## config.mk

```make
export PLATFORM = sky130hd
export DESIGN_NAME = pc_sequencer
export DESIGN_NICKNAME = d
export VERILOG_FILES = /design/src/rtl/riscv_pkg.sv /design/src/rtl/next_pc_mux.sv /design/src/rtl/pc_sequencer.sv
export SDC_FILE = /design/constraint.sdc
export NUM_CORES = 1
export LEC_CHECK = 0
export ABC_AREA = 1
export BUFFER_PORTS_ARGS = -buffer_cell sky130_fd_sc_hd__buf_2
export CORE_MARGIN = 4
export CORE_UTILIZATION = 37
export CTS_CLUSTER_DIAMETER = 100
export DETAILED_ROUTE_END_ITERATION = 6
export SLEW_MARGIN = 15
export SYNTH_ARGS = -nofsm -noshare
export SYNTH_HDL_FRONTEND = slang
export SYNTH_SLANG_ARGS = --single-unit
```

## constraint.sdc

```tcl
create_clock -name clk -period 2.33 [get_ports clk]
set_clock_uncertainty 0.1 [all_clocks]
set_input_delay 0.233 -clock clk [delete_from_list [all_inputs] [get_ports clk]]
set_output_delay 0.233 -clock clk [all_outputs]
set_load 0.05 [all_outputs]
```

## src/rtl/riscv_pkg.sv

```systemverilog
// -----------------------------------------------------------------------------
// riscv_pkg
// Shared types and constants for the RV32I core control path.
//   pc_sel_t     : next-PC source select driven by the execute stage
//   seq_state_t  : pc_sequencer FSM states
//   trap_cause_t : trap cause codes reported on trap_cause_o
//   INSTR_BYTES  : size of one instruction word in bytes
// -----------------------------------------------------------------------------
package riscv_pkg;

    localparam int unsigned INSTR_BYTES = 4;

    typedef enum logic [1:0] {
        PC_SEQ    = 2'd0,
        PC_BRANCH = 2'd1,
        PC_JUMP   = 2'd2,
        PC_RSVD   = 2'd3
    } pc_sel_t;

    typedef enum logic [1:0] {
        S_FETCH = 2'd0,
        S_EXEC  = 2'd1,
        S_TRAP  = 2'd2,
        S_HALT  = 2'd3
    } seq_state_t;

    typedef enum logic [1:0] {
        TRAP_NONE     = 2'd0,
        TRAP_MISALIGN = 2'd1,
        TRAP_FETCH_TO = 2'd2
    } trap_cause_t;

    // A target is legal only if it is word aligned.
    function automatic logic is_misaligned(input logic [31:0] addr);
        return addr[1:0] != 2'b00;
    endfunction

endpackage

```

## src/rtl/next_pc_mux.sv

```systemverilog
// -----------------------------------------------------------------------------
// next_pc_mux
// Combinational next-PC candidate select plus alignment check.
// Ports:
//   pc_i        : current PC
//   sel_i       : next-PC source (pc_sel_t encoding; reserved behaves as SEQ)
//   branch_pc_i : resolved next PC from the branch unit
//   jump_pc_i   : target from the JAL/JALR unit
//   cand_o      : selected candidate next PC
//   misalign_o  : candidate is not word aligned
// -----------------------------------------------------------------------------
module next_pc_mux
    import riscv_pkg::*;
(
    input  logic [31:0] pc_i,
    input  logic [1:0]  sel_i,
    input  logic [31:0] branch_pc_i,
    input  logic [31:0] jump_pc_i,
    output logic [31:0] cand_o,
    output logic        misalign_o
);

    always_comb begin
        case (pc_sel_t'(sel_i))
            PC_BRANCH: cand_o = branch_pc_i;
            PC_JUMP:   cand_o = jump_pc_i;
            // Sequential and reserved both fall through to pc+4 (wraps mod 2^32).
            default:   cand_o = pc_i + 32'(INSTR_BYTES);
        endcase
        misalign_o = is_misaligned(cand_o);
    end

endmodule

```

## src/rtl/pc_sequencer.sv

```systemverilog
// -----------------------------------------------------------------------------
// pc_sequencer
// Owns the architectural PC and walks each instruction through
// fetch -> execute -> PC update, with trap and halt handling.
// Ports:
//   clk, rst_n          : clock (rising edge), async active-low reset
//   imem_req_o          : instruction fetch request
//   imem_addr_o         : fetch address (always equal to pc_o)
//   imem_ack_i          : fetch data valid this cycle
//   imem_rdata_i        : fetched instruction word
//   pc_o                : current instruction address
//   instr_o             : latched instruction word
//   instr_valid_o       : instr_o/pc_o valid for execute
//   exec_done_i         : execute finished; next-PC inputs valid this cycle
//   next_pc_sel_i       : 0 SEQ, 1 BRANCH, 2 JUMP, 3 reserved (as SEQ)
//   branch_pc_i         : branch unit next PC
//   jump_pc_i           : jump unit target
//   halt_req_i          : stop after the current instruction
//   halted_o            : core stopped
//   trap_o              : one-cycle trap pulse
//   trap_cause_o        : 0 none, 1 misaligned target, 2 fetch timeout
//   trap_addr_o         : offending target or timed-out pc
//   retire_cnt_o        : retired instruction count (wraps)
// -----------------------------------------------------------------------------
module pc_sequencer
    import riscv_pkg::*;
#(
    parameter logic [31:0] RESET_PC    = 32'h0000_0000,
    parameter logic [31:0] TRAP_VEC    = 32'h0000_0100,
    parameter int unsigned ACK_TIMEOUT = 15
) (
    input  logic        clk,
    input  logic        rst_n,
    output logic        imem_req_o,
    output logic [31:0] imem_addr_o,
    input  logic        imem_ack_i,
    input  logic [31:0] imem_rdata_i,
    output logic [31:0] pc_o,
    output logic [31:0] instr_o,
    output logic        instr_valid_o,
    input  logic        exec_done_i,
    input  logic [1:0]  next_pc_sel_i,
    input  logic [31:0] branch_pc_i,
    input  logic [31:0] jump_pc_i,
    input  logic        halt_req_i,
    output logic        halted_o,
    output logic        trap_o,
    output logic [1:0]  trap_cause_o,
    output logic [31:0] trap_addr_o,
    output logic [31:0] retire_cnt_o
);

    // Wait-counter value on the last permitted request cycle without ack.
    localparam logic [7:0] WaitLast = 8'(ACK_TIMEOUT - 1);

    seq_state_t  state_q, state_d;
    logic [31:0] pc_q, pc_d;
    logic [31:0] instr_q, instr_d;
    logic        valid_q, valid_d;
    logic [7:0]  wait_q, wait_d;
    trap_cause_t cause_q, cause_d;
    logic [31:0] taddr_q, taddr_d;
    logic [31:0] retire_q, retire_d;
    logic        req_q, req_d;
    logic        halted_q, halted_d;
    logic        trap_q, trap_d;

    logic [31:0] cand;
    logic        cand_misalign;

    next_pc_mux u_next_pc_mux (
        .pc_i        (pc_q),
        .sel_i       (next_pc_sel_i),
        .branch_pc_i (branch_pc_i),
        .jump_pc_i   (jump_pc_i),
        .cand_o      (cand),
        .misalign_o  (cand_misalign)
    );

    always_comb begin
        state_d  = state_q;
        pc_d     = pc_q;
        instr_d  = instr_q;
        valid_d  = valid_q;
        wait_d   = wait_q;
        cause_d  = cause_q;
        taddr_d  = taddr_q;
        retire_d = retire_q;

        case (state_q)
            S_FETCH: begin
                // Straight out of reset the request is still low: this cycle only
                // raises it, so an ack seen now is not a response to anything.
                if (req_q) begin
                    if (imem_ack_i) begin
                        instr_d = imem_rdata_i;
                        valid_d = 1'b1;
                        wait_d  = 8'd0;
                        state_d = S_EXEC;
                    end else if (wait_q == WaitLast) begin
                        cause_d = TRAP_FETCH_TO;
                        taddr_d = pc_q;
                        wait_d  = 8'd0;
                        state_d = S_TRAP;
                    end else begin
                        wait_d = wait_q + 8'd1;
                    end
                end
            end
            S_EXEC: begin
                if (exec_done_i) begin
                    valid_d = 1'b0;
                    if (cand_misalign) begin
                        cause_d = TRAP_MISALIGN;
                        taddr_d = cand;
                        state_d = S_TRAP;
                    end else begin
                        pc_d     = cand;
                        retire_d = retire_q + 32'd1;
                        state_d  = halt_req_i ? S_HALT : S_FETCH;
                    end
                end
            end
            S_TRAP: begin
                pc_d    = TRAP_VEC;
                state_d = halt_req_i ? S_HALT : S_FETCH;
            end
            S_HALT: begin
                if (!halt_req_i) begin
                    state_d = S_FETCH;
                end
            end
            default: state_d = S_FETCH;
        endcase

        // Status outputs are registered copies of the state being entered.
        req_d    = (state_d == S_FETCH);
        halted_d = (state_d == S_HALT);
        trap_d   = (state_d == S_TRAP);
    end

    always_ff @(posedge clk or negedge rst_n) begin
        if (!rst_n) begin
            state_q  <= S_FETCH;
            pc_q     <= RESET_PC;
            instr_q  <= 32'd0;
            valid_q  <= 1'b0;
            wait_q   <= 8'd0;
            cause_q  <= TRAP_NONE;
            taddr_q  <= 32'd0;
            retire_q <= 32'd0;
            req_q    <= 1'b0;
            halted_q <= 1'b0;
            trap_q   <= 1'b0;
        end else begin
            state_q  <= state_d;
            pc_q     <= pc_d;
            instr_q  <= instr_d;
            valid_q  <= valid_d;
            wait_q   <= wait_d;
            cause_q  <= cause_d;
            taddr_q  <= taddr_d;
            retire_q <= retire_d;
            req_q    <= req_d;
            halted_q <= halted_d;
            trap_q   <= trap_d;
        end
    end

    assign imem_req_o    = req_q;
    assign imem_addr_o   = pc_q;
    assign pc_o          = pc_q;
    assign instr_o       = instr_q;
    assign instr_valid_o = valid_q;
    assign halted_o      = halted_q;
    assign trap_o        = trap_q;
    assign trap_cause_o  = cause_q;
    assign trap_addr_o   = taddr_q;
    assign retire_cnt_o  = retire_q;

endmodule

```

== Word level (Yosys, flattened, before mapping) ==
Index checks and enable logic that the tools add are counted.

* Bits of input ports: 103
* Bits in registers: 144

* Multiplexer cells: 30
* Bitwise gates (word level): 1
* Equal/unequal tests: 15
* Add/subtract/negate cells: 3
* Reduce and logical (&&, ||, !) cells: 11

{| class="wikitable"
|+ Operators with widths
! cell !! count
|-
| $mux 32 || 7
|-
| $pmux 32 s2 || 3
|-
| $add 32x1->32 const B || 1
|-
| $add 32x3->32 const B || 1
|-
| $mux 2 || 12
|-
| $mux 8 || 2
|-
| $ne 2x2->1 const B || 7
|-
| $eq 2x2->1 const B || 5
|-
| $reduce_and 3->1 || 3
|-
| $add 8x1->8 const B || 1
|-
| $eq 8x4->1 const B || 1
|-
| $pmux 2 s4 || 1
|-
| $reduce_and 6->1 || 1
|-
| $reduce_bool 2->1 || 3
|-
| $eq 2x1->1 const B || 2
|-
| $logic_not 2->1 || 2
|-
| $pmux 2 s2 || 1
|-
| $reduce_and 4->1 || 1
|-
| $mux 1 || 3
|-
| $pmux 1 s2 || 1
|-
| $reduce_and 2->1 || 1
|-
| $not 1->1 || 1
|}

== Logic depth before layout (Yosys ltp) ==
* Depth in word-level cells: 7
* Depth in mapped cells: 12
* Depth with buffers taken out: 12

== Hierarchy ==
A second synthesis with hierarchy kept.

* Cell total of the unflattened synthesis: 1134
* Area total of the unflattened synthesis: 8373.0 µm²

{| class="wikitable"
|+ Modules (own cells, without submodules)
! module !! sequential area each (µm²) !! cells each !! area an instance (µm²) !! times used
|-
| pc_sequencer || 3603.5 || 813 || 6779.0 || 1
|-
| next_pc_mux || 0.0 || 321 || 1594.0 || 1
|}

== Least setup slack after synthesis ==
OpenSTA, ideal clock, no wires.

* Path type: reg2reg
* Start: register pc_q[3] (netlist: imem_addr_o[3])
* End: register pc_q[20] (netlist: imem_addr_o[20])
* Path buffers: 0
* Arrival: 1.858 ns
* Stages on the path, launching flop included: 11
* Library setup time: 0.127 ns
* Slack: 0.245 ns
* Period minus slack after synthesis: 2.085 ns
* Required time: 2.103 ns
* Path through: dfrtp_1 ha_1 nand2_1 nor2_1 nand2_1 nor2_2 nand3_1 nand2_1 nand2_1 nand3_1 o21ai_0

* Word-level cells in the longest chain between the ends: 5

{| class="wikitable"
|+ Ends and longest elaborated chain
! what !! RTL line !! text
|-
| start: declaration || pc_sequencer.sv:57 || <nowiki>logic [31:0] pc_q, pc_d;</nowiki>
|-
| start signal: assignment || pc_sequencer.sv:157 || <nowiki>pc_q <= pc_d;</nowiki>
|-
| $add 32x3->32 || next_pc_mux.sv:28 || <nowiki>default: cand_o = pc_i + 32'(INSTR_BYTES);</nowiki>
|-
| $pmux 32 s2 || next_pc_mux.sv:24 || <nowiki>case (pc_sel_t'(sel_i))</nowiki>
|-
| $mux 32 || pc_sequencer.sv:113 || <nowiki>if (cand_misalign) begin</nowiki>
|-
| $mux 32 || pc_sequencer.sv:111 || <nowiki>if (exec_done_i) begin</nowiki>
|-
| $pmux 32 s2 || pc_sequencer.sv:90 || <nowiki>case (state_q)</nowiki>
|}

No other way between the ends. The select of a mux whose other input is x is not followed.
A chain may end at the register's enable or synchronous reset.

== Worst setup path after layout ==
* Start: register pc_q[4] (netlist: imem_addr_o[4])
* End: register pc_q[16] (netlist: imem_addr_o[16])

The elaborated chain is that of the path after synthesis.

==> impl_metrics.ini <==
[clock_network]
path_clk_slew_ns = 0.07
numCtsBuffers = 17
cts_num_sinks = 144
clock_path_buffers = 2
cts_tree = built
clk_latency_ns = 0.43
cts_root_buffer = clkbuf_16
cts_max_level = 4

[floorplan]
core_area_mm2 = 0.0213
boundaryPins = 269
start_util = 0.381
die_area_mm2 = 0.0244
rows = 53
die_x_um = 156
dieHeight_um = 156

[route]
num_vias = 8321
first_pass_iters = 5
ant_nets = 0
detail_route.vias_per_cell = 4.95
drt_iter0_drc = 602
drc = 0
wl_per_cell_um = 16.2
finalWirelength_mm = 27.3

[synth]
yosysSeqAreaShare = 0.444
yosys-top-cells-area = dfrtp_1, nand2_1, nand3_1
syn_area_mm2 = 0.00812
synth_top_area_share = 0.444
ys_types = 35
synth_common_cells = nand2_1, dfrtp_1, nor2_1
synth_warnings = 0
synth_seq_cells = 144
synth_ff_type = dfrtp_1
yosys.area.top_type = dfrtp_1
yosysMostFrequentCell = nand2_1
async_reset_ff_frac = 1.00
synth.avg_cell_area_um2 = 7.29
syn_nets = 1223
synthCells = 1114
synth_edf_count = 0

[layout]
n_antenna_cell = 0
syn2layout_area_growth_pct = 30.3
drive_gt1_frac = 0.247
design_area_mm2 = 0.0106
nNetsFinal = 1503

[sta]
tns_ns = 0
slew_headroom = 0.628
period_share = 0.895
hold_viol_final = 0
setup_viol = 0
fmax_ghz = 0.480
worstMarginPinSlew_ns = 0.557
finalMaxSlewViolations = 0
min_period_ns = 2.08
grt_setup_unrepaired = false

[placement]
dp_hpwl_mm = 20.2
io_buffers = 268
place.gp.congestion = 0.909
placed_area_mm2 = 0.00966

[job]
cap_violations = 0

[setup_path]
worst-path-buf-inv = 0
cp_slowest_cell = dfrtp_1
worstSetupPathType = reg2reg
arrival_ns = 2.29
slowest_delay_ns = 0.56
crit_chain = nand2_1 -> nor2_1 -> nand2_1 -> nor2_2 -> nand2_1 -> nand2_1 -> nand3_1 -> nand3_1 -> o21ai_0
worst_path_most_repeated_cell = nand2_1
critPathLaunchType = flop
cp_top_family = simple AND/OR/NAND/NOR gates
crit_path_end_kind = flop
crit_required_ns = 2.54
crit_fanout = 9

[min_path]
min_path_type = in2reg

[pwr]
cellLeakagePower_uw = 0.00549
powerDensity_mw_per_mm2 = 1220
ir_worst_vdd_mv = 0.934

[global_routing]
grt_use_total = 0.221
grt_pass1_vias = 8240
grt_pass1_wl_mm = 42.9
antenna_found_initial = 0
grt_max_degree = 47
overflow = 0

[run_status]
status = finished, final reports clean
[flip-flops by register name, summed over array words and instances, names as in the netlist]
register	count
trap_o	1
trap_addr_o	32
halted_o	1
imem_req_o	1
instr_o	32
retire_cnt_o	32
trap_cause_o	2
wait_q	8
instr_valid_o	1
imem_addr_o	32
state_q	2
[cells in the final DEF (no fill, tap or decap), drive strengths merged, types with 3 or more instances in the layout]
cell type,count
xor2,11
o21ai,44
nand3,104
a221o,16
buf,296
clkbuf,17
dlygate4sd3,33
o211ai,10
nor4,3
a22o,8
dfrtp,144
nor3,20
ha,6
clkinv,4
xnor2,6
nand2,425
a21oi,24
nand4,13
o22ai,5
nor2,110
inv,97
[tightest hold or removal path: cells and delay by family]
kind / cells / cell delay [ns]
buf+inv: 1 / 0.11
simple gates: 2 / 0.19
[final cells by class]
cell class / count / area [µm²]
well taps: 275 / 344
clock inverters: 15 / 164
fillers: 2132 / 10700
flip-flops and latches: 144 / 3600
repair buffers: 329 / 1940
inverters: 87 / 327
clock buffers: 17 / 425
multi-input cells: 815 / 3770
[logic make-up after synthesis]
| group | share of synthesized area |
|---|---|
| AND/OR/NAND/NOR | 0.346 |
| AO/OA/AOI/OAI | 0.0899 |
| adder cells (fa/ha/maj) | 0.00925 |
| buffers and inverters | 0.0922 |
| flip-flops | 0.444 |
| XOR/XNOR | 0.0183 |
[layer usage]
| metal | vias up | track usage | wire length, µm |
|---|---|---|---|
| met1 | 3861 | 0.280 | 11700 |
| met3 | 36 | 0.0436 | 1820 |
| met5 | - | 0 | 0 |
| li1 | 4142 | - | - |
| met4 | 0 | 0.0595 | 455 |
| met2 | 282 | 0.386 | 13300 |
[per-stage QoR]
step / hold WS, ns / total power, µW / utilization / setup slack [ns] / std cells
floorplan: -0.163 / 8500 / - / 0.245 / 1114
global placement: 0.0922 / 10100 / 0.454 / 0.270 / 1617
detailed placement: 0.0947 / 10100 / 0.454 / 0.207 / 1617
CTS: 0.0478 / 13000 / 0.497 / 0.267 / 1682
global route: 0.0669 / 13600 / 0.497 / 0.0321 / 1682
finish: 0.0561 / 12900 / 0.497 / 0.246 / 1682
[repair_timing]
item                      CTS  global route
hold buffers               33             0
hold endpoints to repair   72             0
buffers inserted            0             0
gates resized for setup     0             0
[path summary, 6_finish.rpt]
kind                                             from                     endpoint  slack, ns  depth (start not counted)
setup / recovery           imem_addr_o[4]$_DFFE_PN0P_  imem_addr_o[16]$_DFFE_PN0P_       0.25                          9
hold / removal                             halt_req_i         state_q[1]$_DFF_PN0_       0.06                          3
setup reg to reg           imem_addr_o[4]$_DFFE_PN0P_  imem_addr_o[16]$_DFFE_PN0P_       0.25                          9
hold reg to reg                instr_o[3]$_DFFE_PN0P_       instr_o[3]$_DFFE_PN0P_       0.37                          2
max in group asynchronous                       rst_n  imem_addr_o[18]$_DFFE_PN0P_       1.26                          3
min in group asynchronous                       rst_n             trap_o$_DFF_PN0_       0.19                          2
[report_power, final]
group          leakage [µW]  switching [µW]  internal [µW]  total (µW)
Combinational       0.00330            4770           1410        6180
Sequential          0.00190             691           3220        3920
Clock              0.000293            1250           1530        2780
Total               0.00549            6710           6160       12900
(Power assumes the default switching activity.)
